**config.mk**
```make
export PLATFORM = sky130hd
export DESIGN_NAME = ps2mouse_tracker
export DESIGN_NICKNAME = d
export VERILOG_FILES = /design/src/rtl/ps2mouse_tracker.sv
export SDC_FILE = /design/constraint.sdc
export NUM_CORES = 1
export LEC_CHECK = 0
export BUFFER_PORTS_ARGS = -buffer_cell sky130_fd_sc_hd__buf_2
export CAP_MARGIN = 20
export CORE_MARGIN = 2
export CORE_UTILIZATION = 50
export DETAILED_ROUTE_END_ITERATION = 12
export PLACE_DENSITY = 0.71
export SYNTH_ARGS = -nofsm -noshare
export SYNTH_HDL_FRONTEND = slang
export SYNTH_SLANG_ARGS = --single-unit
```
**constraint.sdc**
```tcl
create_clock -name CLOCK -period 8.94 [get_ports CLOCK]
set_clock_uncertainty 0.2 [all_clocks]
set_input_delay 1.341 -clock CLOCK [delete_from_list [all_inputs] [get_ports CLOCK]]
set_output_delay 1.341 -clock CLOCK [all_outputs]
set_load 0.01 [all_outputs]
```
**src/rtl/ps2mouse_tracker.sv**
```systemverilog
// PS/2 mouse packet assembler: builds 3/4-byte packets from raw bytes and tracks a
// clamped cursor position, wheel accumulator, button state, click flags and error count.
module ps2mouse_tracker #(
  parameter int unsigned POS_W       = 16,
  parameter int unsigned X_MAX       = 639,
  parameter int unsigned Y_MAX       = 479,
  parameter int unsigned WHEEL_EN    = 0,
  parameter int unsigned SCALE_SHIFT = 0,
  parameter int unsigned Y_INVERT    = 1,
  parameter int unsigned TIMEOUT     = 50000
) (
  input  logic             CLOCK,
  input  logic             RESET,
  input  logic             iByteEn,
  input  logic [7:0]       iByte,
  input  logic             iClr,
  input  logic             iAck,
  output logic             oTrig,
  output logic [POS_W-1:0] Xpos,
  output logic [POS_W-1:0] Ypos,
  output logic [7:0]       Wheel,
  output logic [7:0]       key_down,
  output logic [2:0]       key_click,
  output logic [7:0]       oErrCnt
);

  localparam int unsigned SW    = POS_W + SCALE_SHIFT + 2;
  localparam int unsigned CNT_W = (TIMEOUT < 2) ? 1 : $clog2(TIMEOUT);

  localparam logic [POS_W-1:0] X_CTR  = POS_W'(X_MAX / 2);
  localparam logic [POS_W-1:0] Y_CTR  = POS_W'(Y_MAX / 2);
  localparam logic [SW-1:0]    X_LIM  = SW'(X_MAX);
  localparam logic [SW-1:0]    Y_LIM  = SW'(Y_MAX);
  localparam logic [CNT_W-1:0] TO_END = CNT_W'(TIMEOUT - 1);

  localparam logic [2:0] S_IDLE   = 3'd0;
  localparam logic [2:0] S_B1     = 3'd1;
  localparam logic [2:0] S_B2     = 3'd2;
  localparam logic [2:0] S_B3     = 3'd3;
  localparam logic [2:0] S_COMMIT = 3'd4;

  logic [2:0]       state, state_n;
  logic [CNT_W-1:0] cnt;
  // header byte without its always-one bit: {yovf, xovf, ysgn, xsgn, btn[2:0]}
  logic [6:0]       hdr;
  logic [7:0]       b1, b2;

  logic             start_c, commit_c, drop_c, tout_c, in_pkt_c;
  logic [7:0]       b2_eff_c;
  logic [8:0]       dx9_c, dy9_c;
  logic [SW-1:0]    dx_c, dy_c, sx_c, sy_c;
  logic [POS_W-1:0] nx_c, ny_c;
  logic [7:0]       wdelta_c;
  logic [2:0]       rise_c;

  function automatic logic [POS_W-1:0] clamp(input logic [SW-1:0] v, input logic [SW-1:0] lim);
    if (v[SW-1])     clamp = '0;
    else if (v > lim) clamp = lim[POS_W-1:0];
    else              clamp = v[POS_W-1:0];
  endfunction

  always_ff @(posedge CLOCK) begin
    if (RESET) state <= S_IDLE;
    else       state <= state_n;
  end

  // Next state and per-cycle event strobes
  always_comb begin
    state_n  = state;
    start_c  = 1'b0;
    commit_c = 1'b0;
    drop_c   = 1'b0;
    tout_c   = 1'b0;
    in_pkt_c = (state == S_B1) || (state == S_B2) || (state == S_B3);
    case (state)
      S_IDLE, S_COMMIT: begin
        state_n = S_IDLE;
        if (iByteEn) begin
          if (iByte[3]) begin
            state_n = S_B1;
            start_c = 1'b1;
          end else begin
            drop_c = 1'b1;
          end
        end
      end
      S_B1: begin
        if (iByteEn) state_n = S_B2;
      end
      S_B2: begin
        if (iByteEn) begin
          if (WHEEL_EN != 0) begin
            state_n = S_B3;
          end else begin
            state_n  = S_COMMIT;
            commit_c = 1'b1;
          end
        end
      end
      S_B3: begin
        if (iByteEn) begin
          state_n  = S_COMMIT;
          commit_c = 1'b1;
        end
      end
      default: state_n = S_IDLE;
    endcase
    if (in_pkt_c && !iByteEn && (cnt == TO_END)) begin
      state_n = S_IDLE;
      tout_c  = 1'b1;
    end
  end

  // Packet arithmetic: the final byte is consumed directly from iByte
  always_comb begin
    b2_eff_c = (WHEEL_EN != 0) ? b2 : iByte;
    dx9_c    = hdr[5] ? 9'd0 : {hdr[3], b1};
    dy9_c    = hdr[6] ? 9'd0 : {hdr[4], b2_eff_c};
    dx_c     = {{(SW-9){dx9_c[8]}}, dx9_c} << SCALE_SHIFT;
    dy_c     = {{(SW-9){dy9_c[8]}}, dy9_c} << SCALE_SHIFT;
    if (Y_INVERT != 0) dy_c = SW'(0) - dy_c;
    sx_c     = {{(SW-POS_W){1'b0}}, Xpos} + dx_c;
    sy_c     = {{(SW-POS_W){1'b0}}, Ypos} + dy_c;
    nx_c     = clamp(sx_c, X_LIM);
    ny_c     = clamp(sy_c, Y_LIM);
    wdelta_c = {{4{iByte[3]}}, iByte[3:0]};
    rise_c   = commit_c ? (hdr[2:0] & ~key_down[2:0]) : 3'b000;
  end

  always_ff @(posedge CLOCK) begin
    if (RESET) begin
      cnt <= '0;
      hdr <= '0;
      b1  <= '0;
      b2  <= '0;
    end else begin
      if (in_pkt_c && !iByteEn && !tout_c) cnt <= cnt + CNT_W'(1);
      else                                 cnt <= '0;
      if (start_c)                    hdr <= {iByte[7:4], iByte[2:0]};
      if (iByteEn && state == S_B1)   b1  <= iByte;
      if (iByteEn && state == S_B2)   b2  <= iByte;
    end
  end

  // Registered outputs; iClr overrides the packet for position and wheel only
  always_ff @(posedge CLOCK) begin
    if (RESET) begin
      oTrig     <= 1'b0;
      Xpos      <= X_CTR;
      Ypos      <= Y_CTR;
      Wheel     <= '0;
      key_down  <= '0;
      key_click <= '0;
      oErrCnt   <= '0;
    end else begin
      oTrig <= commit_c;
      if (iClr) begin
        Xpos  <= X_CTR;
        Ypos  <= Y_CTR;
        Wheel <= '0;
      end else if (commit_c) begin
        Xpos <= nx_c;
        Ypos <= ny_c;
        if (WHEEL_EN != 0) Wheel <= Wheel + wdelta_c;
      end
      if (commit_c) key_down <= {5'b00000, hdr[2:0]};
      key_click <= (key_click & {3{~iAck}}) | rise_c;
      if ((drop_c || tout_c) && (oErrCnt != 8'hFF)) oErrCnt <= oErrCnt + 8'd1;
    end
  end

endmodule
```
==> results by stage, run 1 <==
Clocking:
- Gates resized during post-CTS repair numbered 0.
- The H-tree generated during clock tree synthesis spans 3 levels.
- The cts-stage hold buffer count is 0.
- No sink is reached through more buffers than the 2 on the longest clock path.
- The clock insertion delay at the later pin of the skew report is 0.36 ns.
- Buffers inserted during clock tree synthesis total 9.
- After clock tree synthesis, the clock-pin slew on the worst setup and hold paths is 0.09 ns.
- The TritonCTS sink count is 81.
- The buffer count from post-CTS setup fixing is 0.
- The clock tree from TritonCTS is yes.
- The cell at the root of the clock tree is clkbuf_8.

Finish:
- The area growth from synthesis to layout is 9.40%.
- The number of antenna diodes in the final layout is 0.
- The library cell used most frequently in the layout, excluding fill and tap cells, is dfxtp_1.
- The combined flip-flop and latch cell area is 1620 um2.
- After routing the design area is 5590 um2.
- The ratio of cells with drive above 1 in the final layout is 15.3%.
- Counting the fill cells in the layout gives 891.
- The number of standard cells in the final layout excluding fillers is 786.
- In the final layout, the multi-input gates occupy 3220 um2.
- The final net count is 691.
- The top cell types in the final layout, fill and taps aside, are dfxtp_1, nor2_1, buf_2.

Pwr:
- Summed over all cells, the static leakage comes to 2.31 nW.
- The power per unit of standard cell area is 139 nW/um2.
- IR analysis of the VDD net gives a maximum drop of 0.0810 mV.

GRT:
- The initial antenna violation count is 0.
- The pin count of the biggest net entering global routing is 37.
- The via count of the first global-routing pass came to 4137.
- Global routing used 21.8% of the available tracks across all layers.
- The wire length of the first global-routing pass is 19900 um.
- Summed over all layers, the global routing overflow is 0.

Worst hold path:
- The path type of the worst min-delay path is flip-flop to flip-flop.
- The worst hold path stage count is 2.

Status:
- The flow ran to the end, and the final reports show no timing, DRC or antenna violations.

Yosys:
- Yosys printed 0 warnings.
- The fraction of synthesis flops using an asynchronous set or reset pin is 0%.
- The area of the mapped netlist is 5110 um2.
- The number of distinct library cell variants in the gate-level netlist after synthesis is 74.
- Synthesis inferred 81 register bits.
- The gate count after technology mapping is 604.
- The main flop type after synthesis is dfxtp_1.
- The mean instance size in the synthesized netlist is 8.46 um2.
- Summing the sequential cell areas from Yosys gives 31.7% of the chip area.
- Counting flops with a built-in enable in the synthesized netlist gives 0.

Setup path:
- The data arrival time at the worst-slack endpoint is 4.09 ns.
- The worst setup path is of the primary input to flip-flop kind.
- The worst register-to-register path has a depth of 11.
- STA puts the critical path data required time at 8.98 ns.
- The highest fanout seen on the critical path is 8.
- The worst setup path is captured at a flip-flop.
- The element type at the critical path start is a primary input.

Timing:
- The setup-violating endpoint count in the final report is 0.
- The total count of hold-check failures in the final report is 0.
- After routing, the total negative slack on setup checks comes to 0 ns.
- The portion of the clock cycle consumed by the worst path in the final layout is 45.4%.
- The max-slew violation count came to 0.
- At the pin with the least slew margin, the transition time is 0.674 ns.
- Setup repair after global routing left no endpoint under its margin.
- The worst path in the final design needs a cycle of 4.06 ns, including I/O delays and setup.
- Final hold analysis gives a worst-case slack of 0.267 ns.
- The relative max-transition margin is 55.1%.
- Derived from the worst setup path, the maximum achievable clock frequency is 247 MHz.

Floorplan:
- Measured along the x axis, the die boundary spans 105 um.
- The total die area is 11000 um2.
- The starting utilization of the core area is 51.8%.
- The total area inside the core boundary comes to 9860 um2.
- For this design the top-level I/O count stands at 73.
- The die is 105 um tall.
- After floorplanning, the core was divided into 36 placement rows.

Detailed routing:
- The count of nets left with antenna violations once routing finished came out at 0.
- The count of TritonRoute iterations in the first routing pass is 5.
- The final layout contains routed wiring with a total length of 11900 um.
- After detailed routing, the average wire length per cell comes to 15.1 um.
- The remaining routing DRC violations is 0.
- The via count is 4542.
- In the routed layout, each cell is associated on average with a via count of 5.78.
- After the first detailed-routing iteration, the DRC count stood at 159.

Job:
- The tool flagged a number of max-cap violations equal to 0.

Place:
- The congestion estimate from routability-driven global placement came to 0.890.
- The total placed instance area is 5380 um2.
- The half-perimeter wire length of the detailed placement result is 8650 um.
- The count of buffers inserted at the top-level ports is 59.
- Once placement completed, the tool counted placed cells totaling 770.
-- critical path: stages --
cell       delay (ns)
buf_2            0.11
nand2b_1         0.08
ha_1             0.36
o211ai_1         0.10
a21o_1           0.19
a32oi_1          0.30
mux2_2           0.38
or4_1            0.61
nor4_4           0.47
o2111ai_1        0.16
-- worst paths after layout --
path | to | slack (ns) | from
hold reg to reg | key_click[2]$_SDFF_PP0_ | 0.27 | key_click[2]$_SDFF_PP0_
setup / recovery | Ypos[2]$_SDFFE_PP1P_ | 4.88 | iByte[2]
hold / removal | key_click[2]$_SDFF_PP0_ | 0.27 | key_click[2]$_SDFF_PP0_
setup reg to reg | Ypos[8]$_SDFFE_PP0P_ | 5.13 | hdr[6]$_SDFFE_PP0P_
-- sequential cells by signal, indices dropped and copies added, names as in the netlist --
signal / count
state: 3
hdr: 7
key_down: 3
Xpos: 16
cnt: 16
key_click: 3
b1: 8
oErrCnt: 8
oTrig: 1
Ypos: 16
-- cells in the mapped netlist (all sizes together), types with 3 or more instances --
cell type | n | area [um2]
o2111ai | 10 | 87.6
and3 | 19 | 121
buf | 22 | 168
xnor2 | 25 | 226
nor4b | 7 | 61.3
nor3b | 3 | 27.5
a21oi | 40 | 200
nor2b | 10 | 62.6
ha | 28 | 350
nor4 | 4 | 40.0
nor3 | 11 | 55.1
nand4 | 14 | 87.6
a221oi | 3 | 26.3
or4 | 4 | 33.8
nor4bb | 3 | 30.0
dfxtp | 81 | 1620
a211oi | 6 | 45.0
o21a | 4 | 30.0
or2 | 6 | 37.5
nand2 | 40 | 150
xor2 | 19 | 166
a31o | 3 | 26.3
o211ai | 11 | 82.6
nand3b | 6 | 45.0
nor2 | 66 | 248
o21ai | 24 | 120
nand3 | 22 | 110
nand2b | 19 | 119
inv | 14 | 52.6
a21boi | 3 | 22.5
mux2i | 18 | 180
a21o | 4 | 30.0
clkbuf | 17 | 75.1
-- report_power, final --
part / internal [W] / switching, W / leakage [nW]
Combinational: 0.0000477 / 0.0000737 / 1.55
Sequential: 0.000365 / 0.00000477 / 0.655
Clock: 0.000140 / 0.000148 / 0.105
Total: 0.000553 / 0.000226 / 2.31
-- cell type report --
cell class                 count  share of cell area, %
sequential                    81                   29.0
timing repair buffer          62                   5.68
clock buffer                  10                   2.46
multi-input combinational    480                   57.7
tap                          133                   2.98
inverter                      14                  0.940
clock inverter                 6                   1.28
-- per-layer routing --
metal	track usage (%)	share of wire, %
met5	0	0
met4	9.62	2.3
met3	3.06	5.6
met2	34.6	45
met1	29.4	47
-- per-stage QoR --
step	utilization, %	total power (W)	setup WS [ns]
2_1_floorplan	-	0.000475	4.93
3_3_place_gp	54.6	0.000493	4.62
3_5_place_dp	54.6	0.000496	4.52
4_1_cts	56.7	0.000782	4.91
5_1_grt	56.7	0.000808	4.74
6_report	56.7	0.000779	4.88
-- cell families after synthesis --
family / share of synthesized area, %
AND/OR/NAND/NOR: 25.3
AO/OA/AOI/OAI: 17.4
flip-flops: 31.7
buffers and inverters: 6.19
XOR/XNOR: 7.69
adder cells (fa/ha/maj): 7.64
multiplexers: 3.97
other: 0.0734
No activity file was read; power rests on OpenSTA's default activity.
==> inputs of run 2 (changes only) <==
==> constraint.sdc (replaced) <==
create_clock -name CLOCK -period 3.82 [get_ports CLOCK]
set_clock_uncertainty 0.2 [all_clocks]
set_input_delay 0.573 -clock CLOCK [delete_from_list [all_inputs] [get_ports CLOCK]]
set_output_delay 0.573 -clock CLOCK [all_outputs]
set_load 0.01 [all_outputs]
==> results by stage, run 2 (synthesis gave the netlist of run 1 again) <==
Status:
- The run finished with clean final reports.

Floorplan:
- The number of placed I/O pins is 73 (unchanged).
- The cell row count is 36 (unchanged).
- The height of the die is 105 um (unchanged).
- The starting utilization of the core area is 51.8% (unchanged).
- The total die area is 11000 um2 (unchanged).
- The core area is 9860 um2 (unchanged).
- The horizontal die dimension was 105 um (unchanged).

Clocking:
- The cell at the root of the clock tree is clkbuf_8.
- The clock tree from TritonCTS is yes.
- The clock buffer count from CTS is 9 (unchanged).
- The maximum number of buffers from clock root to sink was 2 (unchanged).
- The clock-pin transition on the worst setup and hold timing paths is 0.08 ns (about the same).
- The clock insertion delay at the later pin of the skew report is 0.36 ns (about the same).
- The number of H-tree levels is 3 (unchanged).
- The TritonCTS sink count was 81 (unchanged).

Worst hold path:
- The path class of the tightest hold or removal check is flip-flop to flip-flop.
- The worst hold path stage count is 2 (unchanged).

Setup path:
- Walking the worst path, the cells encountered are nor2b_1 > inv_1 > ha_1 > a21o_1 > a21oi_1 > nor3b_1 > a21oi_1 > o2111ai_1 > or4_1 > or4_1 > o21ai_1.
- The element type at the critical path end is a flip-flop.
- The delay of the slowest cell on the worst path is 0.57 ns (-0.04 ns).
- The data arrival time at the worst-slack endpoint is 3.66 ns (-0.43 ns).
- The highest fanout seen on the critical path came to 11 (+3).
- The worst setup path is launched from a flip-flop.
- The critical path depth is 11 (+1).
- The required time reported for the critical path endpoint was 3.91 ns (-5.07 ns).
- The worst setup path is of the flip-flop to flip-flop kind.
- The path depth of the worst reg2reg path is 11 (unchanged).
- The reg2reg setup slack is 0.25 ns (-4.88 ns).
- For this design, the slowest cell found on the critical path is or4_1.
- Among cell families on the critical path, the largest total delay comes from simple AND/OR/NAND/NOR gates.
- The number of buffer and inverter instances along the worst setup path is 1 (unchanged).

GRT:
- The via count of the first global-routing pass is 4209 (+1.7%).
- The pin count of the biggest net entering global routing came to 37 (unchanged).
- The wire length of the first global-routing pass is 19600 um (-1.1%).
- The overall routing resource usage was 21.5% (-0.21 points).
- The initial antenna violation count is 0 (unchanged).
- The overflow left after global routing came to 0 (unchanged).

Timing:
- Setup repair after global routing left no endpoint under its margin.
- The pin slew with the least headroom to its limit is 0.771 ns (+0.0967 ns).
- The setup-violating endpoint count in the final report was 0 (unchanged).
- For this run, the top clock speed supported by timing is 280 MHz.
- The least setup slack across all paths after layout is 0.251 ns (-4.63 ns).
- The max-slew violation count came to 0 (unchanged).
- The total negative slack came to 0 ns (unchanged).
- The worst path needs 3.57 ns of the cycle, external delays included.
- Dividing the final minimum period by the clock period gives 93.4%.
- The total count of hold-check failures in the final report came to 0 (unchanged).
- The relative max-transition margin came to 48.4% (-6.6 points).

Finish:
- The largest registers in the layout are Xpos: 16 flops, Ypos: 16 flops, cnt: 16 flops.
- The number of fill cells is 893 (+0.22%).
- The signed area change from the synthesized netlist to the final layout is 10.7%.
- The top cell types in the final layout, fill and taps aside, are dfxtp_1, nor2_1, buf_2.
- The ratio of cells with drive above 1 in the final layout was 17.3% (+2.0 points).
- The post-layout utilization of the core is 57.3% (+0.66 points).
- The antenna diode count was 0 (unchanged).
- Leaving out fill and tap cells, the most frequent cell in the layout is dfxtp_1.
- The final net count is 698 (+1.0%).

Pwr:
- The static power due to leakage is 2.34 nW (+1.4%).
- The power per unit of standard cell area is 311 nW/um2 (+120%).
- The worst IR drop on VDD is 0.174 mV (+110%).

Job:
- The max-capacitance violation count is 0 (unchanged).

Place:
- The half-perimeter wire length of the detailed placement result came to 8570 um (-0.98%).
- The final RePlAce weighted congestion came to 0.886 (-0.46%).
- The worst slack at placement came to 0.150 ns (-4.37 ns).
- The count of buffers inserted at the top-level ports came to 59 (unchanged).

Detailed routing:
- The count of TritonRoute iterations in the first routing pass came to 5 (unchanged).
- The via count normalized by instance count is 5.69 (-1.6%).
- The routed length per instance is 14.6 um (-3.3%).
- The DRC marker count from the first detailed-route iteration is 171 (+7.5%).
- The via count was 4510 (-0.70%).
- The total routed wirelength is 11600 um (-2.4%).
- The remaining routing DRC violations is 0 (unchanged).
- The residual antenna-violating net count after detailed routing is 0 (unchanged).
==> run 2: repair_timing <==
action | in CTS | in global routing
hold buffers | 0 | 0
gates resized for setup | 0 | 7
buffers inserted | 0 | 1
hold endpoints to repair | 0 | 0
setup endpoints to repair | 0 | 17
==> run 2: final timing paths <==
check,from,end
worst min-delay path,key_down[2]$_SDFFE_PP0P_,key_down[2]$_SDFFE_PP0P_
worst min register to register,key_down[2]$_SDFFE_PP0P_,key_down[2]$_SDFFE_PP0P_
worst max register to register,hdr[4]$_SDFFE_PP0P_,Ypos[5]$_SDFFE_PP1P_
worst max-delay path,hdr[4]$_SDFFE_PP0P_,Ypos[5]$_SDFFE_PP1P_
==> run 2: layout make-up <==
type,instances,area (um2),share of cell area [%]
Multi-Input combinational cell,480,3250,57.5
Clock inverter,5,37.5,0.664
Clock buffer,11,151,2.68
Sequential cell,81,1620,28.7
Timing Repair Buffer,69,370,6.55
Inverter,14,52.6,0.929
Tap cell,133,166,2.94
==> run 2: worst register-to-register path: cells and delay by family, from the launching register on <==
family                   cells  cell delay (ns)
AND/OR/NAND/NOR              4             1.43
AO/OA/AOI/OAI                5             0.83
adder cells (fa/ha/maj)      1             0.44
flip-flops                   1             0.33
buffers and inverters        1             0.28
==> run 2: per-stage QoR <==
stage	std cells	hold slack (ns)	power (W)	cell area, um2
global placement	776	0.246	0.00116	5430
finish	793	0.267	0.00176	5660
floorplan	616	0.230	0.00111	5150
detailed placement	776	0.258	0.00117	5430
CTS	792	0.266	0.00177	5620
global route	793	0.284	0.00185	5660
==> run 2: power breakdown <==
group / internal, W / leakage, nW / switching (W)
clock: 0.000274 / 0.0919 / 0.000329
combinational: 0.000122 / 1.59 / 0.000172
sequential: 0.000854 / 0.655 / 0.00000960
==> run 2: per-layer routing <==
metal	part of all wire, %	vias up	track usage [%]
li1	-	2266	-
met2	47	114	35.3
met4	1.5	0	6.86
met1	47	2119	28.5
met3	5.3	11	4.30
met5	0	-	0
